--- src/rtl/if_fetch_unit.sv ---
// Instruction fetch: owns the PC, keeps one imem request in flight and offers words to IF/ID.
// Delivery in the response cycle (L cycles after the request); stall parks the word in HOLD, redirect always wins.
module if_fetch_unit #(
  parameter logic [31:0] RESET_PC = 32'h0040_0000
) (
  input  logic        clk,
  input  logic        reset,
  input  logic        stall_IF_ID,
  input  logic        redirect,
  input  logic [31:0] redirect_target,
  output logic        imem_req,
  output logic [31:0] imem_addr,
  input  logic        imem_rvalid,
  input  logic [31:0] imem_rdata,
  output logic [31:0] IF_Instruction,
  output logic [31:0] IF_PC,
  output logic        flush_IF
);

  typedef enum logic [1:0] {
    ST_REQ  = 2'd0,
    ST_WAIT = 2'd1,
    ST_HOLD = 2'd2,
    ST_DROP = 2'd3
  } state_t;

  state_t      state, state_nxt;
  logic [31:0] pc, pc_nxt;
  logic [31:0] buf_inst, buf_nxt;
  logic        inst_avail;
  logic [31:0] inst_word;
  logic        offer;
  logic        deliver;
  logic        unused_target_lsb;

  assign unused_target_lsb = ^redirect_target[1:0];

  always_ff @(posedge clk or posedge reset) begin
    if (reset) begin
      state    <= ST_REQ;
      pc       <= RESET_PC;
      buf_inst <= 32'd0;
    end else begin
      state    <= state_nxt;
      pc       <= pc_nxt;
      buf_inst <= buf_nxt;
    end
  end

  always_comb begin
    state_nxt  = state;
    pc_nxt     = pc;
    buf_nxt    = buf_inst;
    inst_avail = 1'b0;
    inst_word  = buf_inst;

    case (state)
      ST_WAIT: begin
        inst_avail = imem_rvalid;
        inst_word  = imem_rdata;
      end
      ST_HOLD: inst_avail = 1'b1;
      default: ;
    endcase

    offer   = inst_avail && !redirect;
    deliver = offer && !stall_IF_ID;

    if (redirect) begin
      pc_nxt    = {redirect_target[31:2], 2'b00};
      state_nxt = ST_REQ;
      // A response still owed by memory must be swallowed before the next request.
      if ((state == ST_WAIT || state == ST_DROP) && !imem_rvalid)
        state_nxt = ST_DROP;
    end else begin
      case (state)
        ST_REQ:  state_nxt = ST_WAIT;
        ST_WAIT: begin
          if (imem_rvalid && stall_IF_ID) begin
            buf_nxt   = imem_rdata;
            state_nxt = ST_HOLD;
          end
        end
        ST_HOLD: ;
        ST_DROP: begin
          if (imem_rvalid)
            state_nxt = ST_REQ;
        end
        default: state_nxt = ST_REQ;
      endcase
      if (deliver) begin
        pc_nxt    = pc + 32'd4;
        state_nxt = ST_REQ;
      end
    end
  end

  assign imem_req       = (state == ST_REQ) && !redirect && !reset;
  assign imem_addr      = pc;
  assign IF_Instruction = offer ? inst_word : 32'd0;
  assign IF_PC          = offer ? pc : 32'd0;
  assign flush_IF       = !offer;

endmodule

--- config.mk ---
export PLATFORM = sky130hd
export DESIGN_NAME = if_fetch_unit
export DESIGN_NICKNAME = d
export VERILOG_FILES = /design/src/rtl/if_fetch_unit.sv
export SDC_FILE = /design/constraint.sdc
export NUM_CORES = 1
export LEC_CHECK = 0
export ABC_AREA = 1
export CORE_UTILIZATION = 49
export CTS_CLUSTER_DIAMETER = 30
export DETAILED_ROUTE_END_ITERATION = 12
export PLACE_DENSITY = 0.88
export SLEW_MARGIN = 40
export SYNTH_ARGS = -nofsm -noshare
export SYNTH_HDL_FRONTEND = slang
export SYNTH_SLANG_ARGS = --single-unit
--- constraint.sdc ---
create_clock -name clk -period 2.9 [get_ports clk]
set_input_delay 0.435 -clock clk [delete_from_list [all_inputs] [get_ports clk]]
set_output_delay 0.435 -clock clk [all_outputs]
set_load 0.02 [all_outputs]
**After elaboration in Yosys (flattened, before gate mapping)**

Index checks and enable logic that the tools add are counted.

- Register bits: 66
- Input port bits: 69
- Output and inout bits: 98
- Logic and storage cells: 39

- $add $sub $neg: 1
- Eq/ne operators: 5
- Multiplexer cells: 12
- Bitwise operators: 1
- Reductions and logical operators: 17

Operators with widths:

| kind | count |
|---|---|
| $mux 32 | 5 |
| $add 32x3->32 const B | 1 |
| $mux 2 | 5 |
| $logic_and 1x1->1 | 6 |
| $pmux 2 s3 | 1 |
| $reduce_and 3->1 | 2 |
| $logic_not 1->1 | 5 |
| $reduce_bool 5->1 | 1 |
| $eq 2x2->1 const B | 2 |
| $ne 4x3->1 const B | 1 |
| $ne 4x4->1 const B | 1 |
| $eq 2x1->1 const B | 1 |
| $logic_not 2->1 | 1 |
| $pmux 1 s2 | 1 |
| $reduce_bool 2->1 | 1 |
| $logic_or 1x1->1 | 1 |
| $not 1->1 | 1 |

**Logic depth before layout (Yosys ltp)**

Gate-level depths: netlist of the first run.

- Word-level depth: 6
- Gate-level depth with buffers: 12

**Worst setup path after synthesis of the first run**

Ideal clock, no wire load.

- Path type: flip-flop to output port
- Start: reg state[1]
- End: out IF_PC[22]
- Arrival: 1726 ps
- Required time: 2465 ps
- Path slack: 739 ps
- Cell stages (with the launch flop): 9
- Path buffers: 2
- Cell sequence: dfrtp_1 -> inv_1 -> ha_1 -> buf_6 -> nand2_4 -> a21boi_4 -> nand2_2 -> buf_1 -> nor2_1

- Cells in the longest elaborated chain, start to end: 4

RTL lines:

| item | RTL line | text |
|---|---|---|
| from (decl) | 27 | `state_t state, state_nxt;` |
| from (signal assigned) | 44 | `state <= state_nxt;` |
| $eq 2x2->1 / $eq 2x1->1 (equally long branches) | 57 | `case (state)` |
| $pmux 1 s2 * | 57 |  |
| $logic_and 1x1->1 * | 66 | `offer = inst_avail && !redirect;` |
| $mux 32 * | 101 | `assign IF_PC = offer ? pc : 32'd0;` |
| to (decl) | 16 | `output logic [31:0] IF_PC,` |

Mark *: on every way between the ends. The rest lies on a longest branch, timed or not.

**Worst setup path in the final report of the first run**

- Start: reg state[0]
- End: out flush_IF

- Cells in the longest elaborated chain, start to end: 4

RTL lines:

| item | RTL line | text |
|---|---|---|
| $eq 2x2->1 / $eq 2x1->1 (equally long branches) | 57 |  |
| $pmux 1 s2 * | 57 |  |
| $logic_and 1x1->1 * | 66 |  |
| $logic_not 1->1 * | 102 | `assign flush_IF = !offer;` |
| to (decl) | 17 | `output logic flush_IF` |

Marks and branches as above.

==> flow_summary.toml, run 1 <==
[clock_network]
cts_setup_buffers = 0
clk_latency_ns = 0.34
cts_tree = "done"
htreeDepth = 3
cts_max_path_buffers = 2
cts_inserted_buffers = 9
cts_root_buf = "clkbuf_8"
cts.reportedPaths.clkPinSlew_ns = 0.07
cts.sinks = 64

[grt]
grt_max_degree = 49
grtUsageMet2_pct = 53.0
grt_pass1_wl_mm = 22.2
grt_antenna_before_repair = 0
gr-usage-all-layers_pct = 28.9
grt_pass1_vias = 4785
use_met1_pct = 33.3
grt.busiest_layer = "met2"
overflow = 0
grt_use_met3_pct = 7.27

[placement]
place_ws_ns = 0.0899
port_buffers = 160
globalplace.congestion = 0.924
dpl.hpwl_mm = 9.95

[layout]
n_antenna_cell = 0
final_common_cell = "nand2_1"
layout_common_cells = "230 x nand2_1, 98 x clkdlybuf4s50_1, 81 x nor2_1"
layout-drive-gt1-share_pct = 9.96
area_delta_synth_final_pct = 42.9
register_area_mm2 = 0.00160
fill_cells = 720
multi_input_area_mm2 = 0.00241
finalNetCount = 875

[sta]
fmax_ghz = 0.367
period_share_pct = 94.0
fin_ws_ns = 0.173
setup_viol = 0
drv_slew = 0
skew_ns = 0.00761
hold_slack_ns = 0.509
hold_viol_final = 0
slew_headroom_pct = 47.6
rsz0062_at_grt = "no"
worst_pin_slew_ns = 0.784
fin_crit_ns = 2.73
tns_ns = 0

[floorplan]
core_area_mm2 = 0.00876
ios = 167
dieArea_mm2 = 0.00947
initial_core_util_pct = 50.8
die_h_um = 97.3
placementRows = 34
die_w_um = 97.3

[synthesis]
synth_edf_count = 0
seq_area_frac_synth_pct = 36.0
synth_area_mm2 = 0.00445
yosys_warnings = 0
synth_cell_types = 34
synth_area_per_cell_um2 = 6.91
ys_ff_latch = 64
synth_top_flop_cell = "dfrtp_1"
syn_inst = 644
synthArstFlopShare_pct = 100

[route]
firstDrtPassIters = 6
post_drt_wl_per_cell_um = 14.6
vias = 4744
drtIter0Drc = 195
wl_mm = 13.3
drcViolationCount = 0
drtAntennaViolNets = 0
detail_route.vias_per_cell = 5.21

[power]
power.density_mw_per_mm2 = 663
p_leak_nw = 3.52
pwr-share-clk_pct = 20.8
internal_power_mw = 2.55
p_sw_mw = 1.66
sw_frac_of_total_pct = 39.4
finalPower_mw = 4.21
p_seq_share_pct = 34.5
vdd_drop_max_mv = 0.406
combPwrFrac_pct = 44.7

[setup_path]
slowest_stage = "clkdlybuf4s50_1"
path_max_fanout = 15
crit_type = "flop to primary output"
path_cells = "inv_1 -> ha_1 -> a21boi_4 -> nand2_2 -> buf_4 -> clkdlybuf4s50_1"
arrival_ns = 2.29
worstPathRequired_ns = 2.47
endpoint_kind = "primary output"
worstSetupStartpointType = "flop"
critPathMaxStageDelay_ns = 0.63

[hold_path]
hold_class = "flop to flop"

[run]
max-cap-violations = 0

[status]
status = "completed"
-- flip-flops by register name, indices dropped and copies added (netlist names) --
register,flops
buf_inst,32
imem_addr,30
state,2
-- path summary, 6_finish.rpt --
kind	from	end	slack, ns	cells past startpoint
worst max-delay path	state[0]$_DFFE_PP0P_	flush_IF	0.17	6
worst min-delay path	buf_inst[6]$_DFFE_PP0P_	buf_inst[6]$_DFFE_PP0P_	0.51	1
worst max register to register	state[1]$_DFFE_PP0P_	buf_inst[11]$_DFFE_PP0P_	0.78	4
worst min register to register	buf_inst[6]$_DFFE_PP0P_	buf_inst[6]$_DFFE_PP0P_	0.51	1
max in group asynchronous	reset	imem_addr[22]$_DFFE_PP1P_	1.65	3
min in group asynchronous	reset	buf_inst[0]$_DFFE_PP0P_	0.56	2
-- worst max-delay path, delay by kind of cell (launching register included) --
kind                     cells  cell delay (ns)
buffers and inverters        3             0.95
adder cells (fa/ha/maj)      1             0.32
flip-flops                   1             0.43
AND/OR/NAND/NOR              1             0.10
AO/OA/AOI/OAI                1             0.16
-- layer usage --
layer  wire, µm  part of all wire (%)
met3       1170                   8.8
met5          0                     0
met2       6780                    51
met4        227                   1.7
met1       5150                    39
-- power by group through the flow --
stage               logic (mW)  clock network, mW  registers [mW]
finish                    1.88              0.877            1.45
floorplan                 1.15                  0            1.48
CTS                       1.90              0.889            1.45
global placement          1.85                  0            1.44
detailed placement        1.93                  0            1.46
global route              2.08              0.927            1.49
-- synth_stat cells, types with 7 or more instances --
master / n / area (µm²)
nand2_1: 230 / 863
nor2_1: 81 / 304
inv_1: 67 / 251
dfrtp_1: 63 / 1580
nand3_1: 38 / 190
a21oi_1: 33 / 165
mux2_2: 32 / 360
o21ai_0: 19 / 95.1
xor2_1: 9 / 78.8
buf_6: 7 / 78.8
clkbuf_1: 7 / 26.3
ha_1: 7 / 87.6
-- cells by family after synthesis --
family          after synthesis  synth area share, %
flops                        64                 36.0
simple gates                367                 33.6
xor+xnor                      9                 1.77
other cells                   1               0.0843
buf+inv                      99                 10.1
compound gates               65                 8.30
mux                          32                 8.10
fa+ha+maj                     7                 1.97
-- area by class of cell --
class	instances	share of cell area [%]
multi-input cells	484	37.9
repair buffers	169	27.0
flip-flops and latches	64	25.2
inverters	71	4.21
clock buffers	12	2.44
well taps	108	2.13
clock inverters	3	1.02
-- per-stage QoR --
stage / instances / area (µm²) / utilization [%]
after detailed placement: 896 / 6120 / 69.8
after floorplan: 647 / 4460 / -
after global routing: 911 / 6360 / 72.5
after CTS: 911 / 6290 / 71.8
final: 911 / 6360 / 72.5
after global placement: 896 / 6120 / 69.8
-- timing repair --
action                                  4_1_cts  5_1_grt
hold buffers                                  0        0
endpoints found under the setup margin       62       24
resized for setup                            39       25
No activity file was read; power rests on OpenSTA's default activity.
==> inputs of run 2 (changes only) <==
--- a/config.mk
+++ b/config.mk
@@ -6,10 +6,10 @@
 export NUM_CORES = 1
 export LEC_CHECK = 0
 export ABC_AREA = 1
+export CORE_MARGIN = 2
 export CORE_UTILIZATION = 49
-export CTS_CLUSTER_DIAMETER = 30
 export DETAILED_ROUTE_END_ITERATION = 12
-export PLACE_DENSITY = 0.88
+export PLACE_DENSITY = 0.92
 export SLEW_MARGIN = 40
 export SYNTH_ARGS = -nofsm -noshare
 export SYNTH_HDL_FRONTEND = slang
==> flow_summary.toml, run 2 (synthesis results as in run 1) <==
[run]
max-cap-violations = 0

[sta]
worst_pin_slew_ns = 0.795
drv_slew = 0
slew_headroom_pct = 46.9
fmax_ghz = 0.356
fin_crit_ns = 2.81
setup_viol = 0
hold_viol_final = 0
tns_ns = 0
skew_ns = 0.00903
fin_ws_ns = 0.0922
period_share_pct = 96.8
rsz0062_at_grt = "no"

[power]
vdd_drop_max_mv = 0.490
power.density_mw_per_mm2 = 655
p_leak_nw = 3.34

[setup_path]
endpoint_kind = "primary output"
arrival_ns = 2.37
crit_type = "flop to primary output"
r2r-end = "buf_inst[21]$_DFFE_PP0P_"
rrSetupSlack_ns = 0.58
r2r_cells = 5
startpoint = "state[0]$_DFFE_PP0P_"
endpoint = "flush_IF"
path_max_fanout = 26
worstSetupStartpointType = "flop"
worstPathRequired_ns = 2.47
timing.rr.start = "state[1]$_DFFE_PP0P_"

[clock_network]
cts_tree = "done"
cts.reportedPaths.clkPinSlew_ns = 0.08
htreeDepth = 3
cts.sinks = 64
cts_root_buf = "clkbuf_8"
cts_hold_buffers = 0
clk_latency_ns = 0.35
cts_setup_buffers = 0
cts_max_path_buffers = 2
cts_inserted_buffers = 9

[layout]
final_cells = 912
finalNetCount = 875
n_antenna_cell = 0
top_register = "buf_inst"
layout_common_cells = "230 x nand2_1, 98 x clkdlybuf4s50_1, 81 x nor2_1"
largest_register_ffs = 32
area_delta_synth_final_pct = 41.1
layout-drive-gt1-share_pct = 10.3
final_common_cell = "nand2_1"

[grt]
grt_max_degree = 38
overflow = 0
grt_antenna_before_repair = 0
grt_pass1_wl_mm = 22.4
grt_pass1_vias = 4812
gr-usage-all-layers_pct = 28.0

[hold_path]
hold_class = "input pin to async pin"

[placement]
globalplace.congestion = 0.930
dp.cells = 896
dpl.hpwl_mm = 10.1
port_buffers = 160
place_ws_ns = 0.0396

[floorplan]
die_h_um = 99.3
core_area_mm2 = 0.00876
dieArea_mm2 = 0.00986
ios = 167
placementRows = 34
die_w_um = 99.3
initial_core_util_pct = 50.8

[route]
firstDrtPassIters = 5
detail_route.vias_per_cell = 5.22
wl_mm = 13.4
drcViolationCount = 0
drtAntennaViolNets = 0
drtIter0Drc = 216
vias = 4765
post_drt_wl_per_cell_um = 14.7

[status]
status = "completed"
run 2: changes by cell type in the layout (fill, tap and decap cells not counted), sizes merged:
cell / previous run / this run
clkinv: 3 / 6
dlymetal6s2s: 24 / 13
bufinv: 2 / 1
dlygate4sd2: 38 / 49
clkinvlp: 0 / 2
clkbuf: 12 / 9
run 2: what timing repair did:
action | 4_1_cts | 5_1_grt
endpoints found under the setup margin | 62 | 15
resized for setup | 51 | 14
pin swaps | 0 | 0
run 2: power by group:
group / leakage, nW / switching [mW] / internal, mW
Combinational: 2.47 / 1.06 / 0.807
Clock: 0.0952 / 0.388 / 0.396
Sequential: 0.772 / 0.257 / 1.20
Total: 3.34 / 1.70 / 2.41
run 2: worst min-delay path by stage:
| stage | from | endpoint | slack (ns) | depth (start not counted) |
|---|---|---|---|---|
| 2_1_floorplan | buf_inst[19]$_DFFE_PP0P_ | buf_inst[19]$_DFFE_PP0P_ | 0.48 | 1 |
| 3_3_place_gp | buf_inst[18]$_DFFE_PP0P_ | buf_inst[18]$_DFFE_PP0P_ | 0.49 | 1 |
| 3_5_place_dp | buf_inst[28]$_DFFE_PP0P_ | buf_inst[28]$_DFFE_PP0P_ | 0.50 | 1 |
| 4_1_cts | buf_inst[8]$_DFFE_PP0P_ | buf_inst[8]$_DFFE_PP0P_ | 0.51 | 1 |
| 5_1_grt | buf_inst[28]$_DFFE_PP0P_ | buf_inst[28]$_DFFE_PP0P_ | 0.53 | 1 |
| 6_report | reset | buf_inst[3]$_DFFE_PP0P_ | 0.51 | 2 |
run 2: metrics by stage:
stage / area (µm²) / hold WS, ns / utilization, % / power, mW
after detailed placement: 6110 / 0.496 / 69.7 / 3.38
after floorplan: 4460 / 0.480 / - / 2.63
after global routing: 6280 / 0.525 / 71.7 / 4.38
after CTS: 6250 / 0.515 / 71.3 / 4.13
final: 6280 / 0.510 / 71.7 / 4.11
after global placement: 6110 / 0.487 / 69.7 / 3.27
run 2: layout make-up:
class | instances | area (µm²)
tap | 108 | 135
sequential | 64 | 1610
multi-input combinational | 484 | 2410
clock buffer | 9 | 124
clock inverter | 7 | 72.6
fill | 712 | 2480
inverter | 71 | 268
timing repair buffer | 169 | 1670
run 2: routing by layer:
metal | wire, µm | GRT usage [%] | part of all wire (%) | vias to the layer above
li1 | - | - | - | 2308
met1 | 5080 | 32.0 | 38 | 2235
met2 | 6870 | 49.7 | 51 | 193
met3 | 1100 | 6.82 | 8.2 | 29
met4 | 348 | 11.8 | 2.6 | 0
met5 | 0 | 0 | 0 | -
run 2: critical path, stage by stage, from the launching register on:
cell,delay (ns)
dfrtp_2,0.43
inv_1,0.09
ha_1,0.32
a21boi_4,0.16
nand2_2,0.06
buf_4,0.28
clkdlybuf4s50_1,0.68
==> inputs of run 3 (changes only) <==
--- a/config.mk
+++ b/config.mk
@@ -9,6 +9,7 @@
 export CORE_MARGIN = 2
 export CORE_UTILIZATION = 49
 export DETAILED_ROUTE_END_ITERATION = 12
+export HOLD_SLACK_MARGIN = 0.15
 export PLACE_DENSITY = 0.92
 export SLEW_MARGIN = 40
 export SYNTH_ARGS = -nofsm -noshare
==> results of run 3 <==
The final DEF is identical to that of run 2; final timing and power are the same.
